`config.mk`:
```
export PLATFORM = sky130hd
export DESIGN_NAME = noise_injector
export DESIGN_NICKNAME = d
export VERILOG_FILES = /design/src/rtl/noise_injector.sv
export SDC_FILE = /design/constraint.sdc
export NUM_CORES = 1
export LEC_CHECK = 0
export CORE_MARGIN = 5
export CORE_UTILIZATION = 30
export CTS_BUF_LIST = sky130_fd_sc_hd__clkbuf_4 sky130_fd_sc_hd__clkbuf_8
export CTS_CLUSTER_DIAMETER = 80
export DETAILED_ROUTE_END_ITERATION = 6
export GPL_ROUTABILITY_DRIVEN = 0
export PLACE_DENSITY = 0.57
export SYNTH_ARGS = -nofsm -noshare
export SYNTH_HDL_FRONTEND = slang
export SYNTH_SLANG_ARGS = --single-unit
```
`constraint.sdc`:
```
create_clock -name clk -period 3.8 [get_ports clk]
set_input_delay 0.57 -clock clk [delete_from_list [all_inputs] [get_ports clk]]
set_output_delay 0.57 -clock clk [all_outputs]
set_load 0.1 [all_outputs]
```
`src/rtl/noise_injector.sv`:
```
// Fault/noise injector: corrupts masked bits of a bus with force-1, force-0 or flip faults,
// gated by a periodic burst window and/or an LFSR-random condition; counts injected cycles.
module noise_injector #(
  parameter int unsigned WIDTH    = 8,
  parameter int unsigned PERIOD_W = 8,
  parameter logic [15:0] SEED     = 16'hACE1
) (
  input  logic                clk,
  input  logic                rst,
  input  logic                en,
  input  logic [1:0]          mode,
  input  logic [1:0]          kind,
  input  logic [PERIOD_W-1:0] period,
  input  logic [PERIOD_W-1:0] burst,
  input  logic [7:0]          thresh,
  input  logic [WIDTH-1:0]    chan_mask,
  input  logic                cnt_clr,
  input  logic [WIDTH-1:0]    sig_in,
  output logic [WIDTH-1:0]    sig_out,
  output logic                inject,
  output logic [15:0]         inject_cnt
);

  typedef enum logic [1:0] {
    KIND_SET  = 2'b00,
    KIND_CLR  = 2'b01,
    KIND_FLIP = 2'b10,
    KIND_PASS = 2'b11
  } kind_e;

  logic [PERIOD_W-1:0] cnt;
  logic [15:0]         lfsr;
  logic                lfsr_fb;
  logic                per_hit;
  logic                rnd_hit;
  kind_e               kind_sel;

  assign kind_sel = kind_e'(kind);
  assign lfsr_fb  = lfsr[15] ^ lfsr[13] ^ lfsr[12] ^ lfsr[10];
  assign per_hit  = (cnt < burst);
  assign rnd_hit  = (lfsr[7:0] < thresh);
  assign inject   = en & ((mode[0] & per_hit) | (mode[1] & rnd_hit)) & (kind_sel != KIND_PASS);

  // NOTE: sig_out gets its pass-through value first so every path assigns it and no latch is inferred.
  always_comb begin
    sig_out = sig_in;
    if (inject) begin
      case (kind_sel)
        KIND_SET:  sig_out = sig_in | chan_mask;
        KIND_CLR:  sig_out = sig_in & ~chan_mask;
        KIND_FLIP: sig_out = sig_in ^ chan_mask;
        default:   sig_out = sig_in;
      endcase
    end
  end

  // NOTE: state uses non-blocking assignments so every register samples pre-edge values.
  // cnt is held at 0 while idle, so the first enabled cycle always opens a burst.
  always_ff @(posedge clk) begin
    if (rst) begin
      cnt        <= '0;
      lfsr       <= SEED;
      inject_cnt <= '0;
    end else begin
      if (!en || (cnt >= period)) cnt <= '0;
      else                        cnt <= cnt + PERIOD_W'(1);

      if (en) lfsr <= {lfsr[14:0], lfsr_fb};

      if (cnt_clr)                              inject_cnt <= '0;
      else if (inject && inject_cnt != 16'hFFFF) inject_cnt <= inject_cnt + 16'd1;
    end
  end

endmodule

```
## Word-level counts from Yosys, hierarchy flattened

Index checks and enable logic that the tools add are counted.

- Output and inout bits: 25
- Memories: 0
- Latch bits: 0
- Bits in registers: 40
- Bits in writable memories: 0
- Bits of input ports: 48
- Bits in read-only memories: 0

- Add/subtract/negate cells: 2
- Order comparisons: 3
- Div/mod/pow operators: 0
- Bitwise logic cells: 12
- Mux-type cells: 2
- Eq/ne operators: 4
- $mul: 0
- Shift-type cells: 0
- Reductions and logical operators: 6

Operators by type and width:

| cell | count |
|---|---|
| $pmux W8 S3 | 1 |
| $add A16 B1 Y16 const B | 1 |
| $lt A8 B8 Y1 | 2 |
| $ne A16 B16 Y1 const B | 1 |
| $add A8 B1 Y8 const B | 1 |
| $and A8 B8 Y8 | 1 |
| $ge A8 B8 Y1 | 1 |
| $mux W8 | 1 |
| $not A8 Y8 | 1 |
| $or A8 B8 Y8 | 1 |
| $xor A8 B8 Y8 | 1 |
| $and A1 B1 Y1 | 4 |
| $reduce_or A2 Y1 | 2 |
| $xor A1 B1 Y1 | 3 |
| $eq A2 B1 Y1 const B | 1 |
| $eq A2 B2 Y1 const B | 1 |
| $logic_not A2 Y1 | 1 |
| $ne A2 B2 Y1 const B | 1 |
| $logic_and A1 B1 Y1 | 1 |
| $logic_not A1 Y1 | 1 |
| $logic_or A1 B1 Y1 | 1 |
| $or A1 B1 Y1 | 1 |

## Depth between registers and ports, before layout

Gate-level depths: netlist (run 1).

- Word-level depth: 6
- Depth in mapped cells: 10
- Mapped depth without buffers: 8

## Worst setup path after synthesis (run 1)

No wires, ideal clock.

- Path type: input port to output port
- From: in burst[3]
- To: out sig_out[0]
- Path slack: -153 ps
- Data required time: 3,230 ps
- Arrival: 3,383 ps
- Stages: 8
- Path through: inv_1 > ha_1 > a211oi_1 > o21ai_1 > a221oi_2 > nor2_2 > clkbuf_1 > a21oi_1

- Cells in the longest elaborated chain, start to end: 6

Ends and longest elaborated chain:

| element | line | text |
|---|---|---|
| start, declared | 14 | `input logic [PERIOD_W-1:0] burst,` |
| $lt A8 B8 Y1 | 40 | `assign per_hit = (cnt < burst);` |
| $and A1 B1 Y1 | 42 | `assign inject = en & ((mode[0] & per_hit) \| (mode[1] & rnd_hit)) & (kind_sel != KIND_PASS);` |
| $or A1 B1 Y1 | 42 |  |
| $and A1 B1 Y1 (2 in series) | 42 |  |
| $mux W8 | 47 | `if (inject) begin` |
| end, declared | 19 | `output logic [WIDTH-1:0] sig_out,` |

Every way passes these cells.

## Worst setup path after layout (run 1)

- From: in thresh[3]
- To: out sig_out[5]

- Cells in the longest elaborated chain, start to end: 6

Ends and longest elaborated chain:

| element | line | text |
|---|---|---|
| start, declared | 15 | `input logic [7:0] thresh,` |
| $lt A8 B8 Y1 | 41 | `assign rnd_hit = (lfsr[7:0] < thresh);` |
| $and A1 B1 Y1 | 42 |  |
| $or A1 B1 Y1 | 42 |  |
| $and A1 B1 Y1 (2 in series) | 42 |  |
| $mux W8 | 47 |  |

Every way passes these cells.

==> results of run 1 <==
==> cell families after synthesis <==
family                     after synthesis  share of synthesized area, %
adders and majority gates               40                          18.2
xor gates and xnor gates                11                          3.50
muxes                                   13                          4.73
and+or+nand+nor                         96                          17.9
buffers and inverters                   60                          8.59
AOI/OAI and AO/OA                       73                          18.0
DFF                                     40                          29.1
==> where the power goes <==
part	internal (mW)	switching [mW]
Sequential	0.433	0.0106
Clock	0.162	0.141
Combinational	0.143	0.184
==> timing repair <==
| action | 4_1_cts | 5_1_grt |
|---|---|---|
| hold endpoints to repair | 0 | 0 |
| resized for setup | 0 | 1 |
| endpoints found under the setup margin | 0 | 2 |
| hold buffers | 0 | 0 |
==> registers in the layout, summed over array words and instances, names as in the netlist <==
| signal | flops |
|---|---|
| lfsr | 16 |
| cnt | 8 |
| inject_cnt | 16 |
==> cell type report <==
| class | count | area [sq um] | share of cell area [%] |
|---|---|---|---|
| clock buffers | 8 | 97.6 | 2.58 |
| multi-input cells | 233 | 1720 | 45.4 |
| inverters | 48 | 180 | 4.76 |
| repair buffers | 77 | 848 | 22.4 |
| well taps | 111 | 139 | 3.67 |
| flip-flops and latches | 40 | 801 | 21.2 |
==> metal layers <==
layer	share of wire, %	track usage (%)
met5	0	0
met4	1.6	3.05
met3	3.9	2.39
met2	49	20.0
met1	45	14.7
==> cells in the mapped netlist, drive strengths merged, types with 4 or more instances <==
master,instances,area share (%)
xor2,6,1.9
ha,40,18
buf,6,1.2
xnor2,5,1.6
nand2,9,1.2
mux2i,13,4.7
inv,48,6.5
a211oi,10,2.7
nand4,5,1.1
a211o,7,2.2
a21oi,24,4.4
o211ai,4,1.1
a21o,5,1.4
o21ai,13,2.5
or3,10,2.3
and2b,5,1.4
dfxtp,40,29
clkbuf,6,0.82
nand3,12,2.2
and3,7,1.6
nor2,34,4.7
==> worst paths after layout <==
kind | from | slack (ps) | endpoint | cells after the start
worst min-delay path | lfsr[14] | 470 | lfsr[15] | 1
worst min register to register | lfsr[14] | 470 | lfsr[15] | 1
worst max-delay path | thresh[3] | 370 | sig_out[5] | 10
worst max register to register | cnt[3] | 1230 | inject_cnt[13] | 8
==> metrics by stage <==
step                      hold WS, ps  power, mW  area (sq um)  util (%)  setup slack (ps)
final                             467       1.07          3780      41.6               366
after CTS                         471       1.09          3780      41.5               140
after detailed placement          454      0.782          3680      40.4               172
after global routing              500       1.13          3780      41.6               164
after global placement            455      0.778          3680      40.4               224
after floorplan                   437      0.651          2750         -              -153
==> results_dict.tcl, run 1 <==
set metrics [dict create \
    drt_first_iter_violations 84 \
    p_leak_nw 1.73 \
    outcome "complete, no violations" \
    overflow 0 \
    cap_violations 0 \
    mostFrequentLayoutCells "63 x clkdlybuf4s50_1, 48 x inv_1, 40 x ha_1, 40 x dfxtp_1, 33 x nor2_1" \
    critPathArrivalTime_ps 2860 \
    drive_gt1_share_pct 6.90 \
    finalCriticalPeriod_ps 3430 \
    synth_ff_type "dfxtp_1" \
    synth_fp_nets 421 \
    syn_to_final_growth_pct 37.6 \
    crit_family "compound AO/OA/AOI/OAI gates" \
    clk_latency_ps 290 \
    synth.yosys.warnings 0 \
    synth_cell_types 41 \
    antenna_found_initial 0 \
    critical_path_class "input pin to output port" \
    htree_levels 2 \
    antenna_left 0 \
    clkSlewWorstSetupHoldPaths_ps 70 \
    cp_cell_sequence "clkdlybuf4s50_1 -> inv_1 -> ha_1 -> a211oi_1 -> o21ai_1 -> a221oi_2 -> nor2_4 -> a211oi_1 -> a21oi_1 -> buf_12" \
    clockBufferDepth 2 \
    final_common_cell "clkdlybuf4s50_1" \
    synth_cells 333 \
    grt_max_degree 26 \
    setup_viol 0 \
    slew_headroom_pct 35.0 \
    fill_cells 921 \
    grt_pass1_wl_um 10800 \
    cts_tree "built" \
    grt_pass1_vias 2336 \
    yosysSeqAreaShare_pct 29.1 \
    layout.nets 493 \
    detailed_place_hpwl_um 5230 \
    cpPeakStageDelay_ps 450 \
    cp-start-kind "input pin" \
    synth_area_sq_um 2750 \
    path_buf_inv 3 \
    crit_top_cell "a211oi_1" \
    dr_total_vias 2469 \
    wl_per_cell_um 12.7 \
    root_buffer "clkbuf_8" \
    crit_required_ps 3230 \
    period_share_pct 90.4 \
    route.detailed.drc 0 \
    syn_avg_cell_area_sq_um 8.26 \
    start_util_pct 30.2 \
    synthArstFlopShare_pct 0 \
    dp.cells 509 \
    worst_ir_drop_vdd_mv 0.219 \
    cts.sinks 40 \
    die_x_um 106 \
    critPathMaxFanout 24 \
    end_kind "output port" \
    p_per_area_nw_per_um2 284 \
    synth_seq_cells 40 \
    skew_ps 10.3 \
    diodes 0 \
    hold_class "flip-flop to flip-flop" \
    numCtsBuffers 5 \
    final_cells 517 \
    pin_count 73 \
    die_area_sq_um 11200 \
    rows 35 \
    grt_usage_pct 11.6 \
    drt_wl_total_um 6540 \
    portBuffers 72 \
    post_cts_buffers 0 \
    viasPerCell 4.78 \
    final-hold-violation-count 0 \
    fmax_mhz 291 \
    rsz0062_at_grt "false" \
    core_area_sq_um 9110 \
    cpMaxStageDelayCell "clkdlybuf4s50_1" \
    first_pass_iters 4 \
    tightest_slew_ps 973 \
    drv_slew 0 \
    setup-tns-final_ps 0 \
    die_h_um 106 \
    synth_edf_count 0 \
]
Note: power is estimated with default switching activity, not from simulation.
==> run 2, diff against run 1 <==
--- a/config.mk
+++ b/config.mk
@@ -12,6 +12,7 @@
 export DETAILED_ROUTE_END_ITERATION = 6
 export GPL_ROUTABILITY_DRIVEN = 0
 export PLACE_DENSITY = 0.57
+export SKIP_LAST_GASP = 1
 export SYNTH_ARGS = -nofsm -noshare
 export SYNTH_HDL_FRONTEND = slang
 export SYNTH_SLANG_ARGS = --single-unit
==> results of run 2 <==
The final DEF is identical to that of run 1; final timing and power are the same.
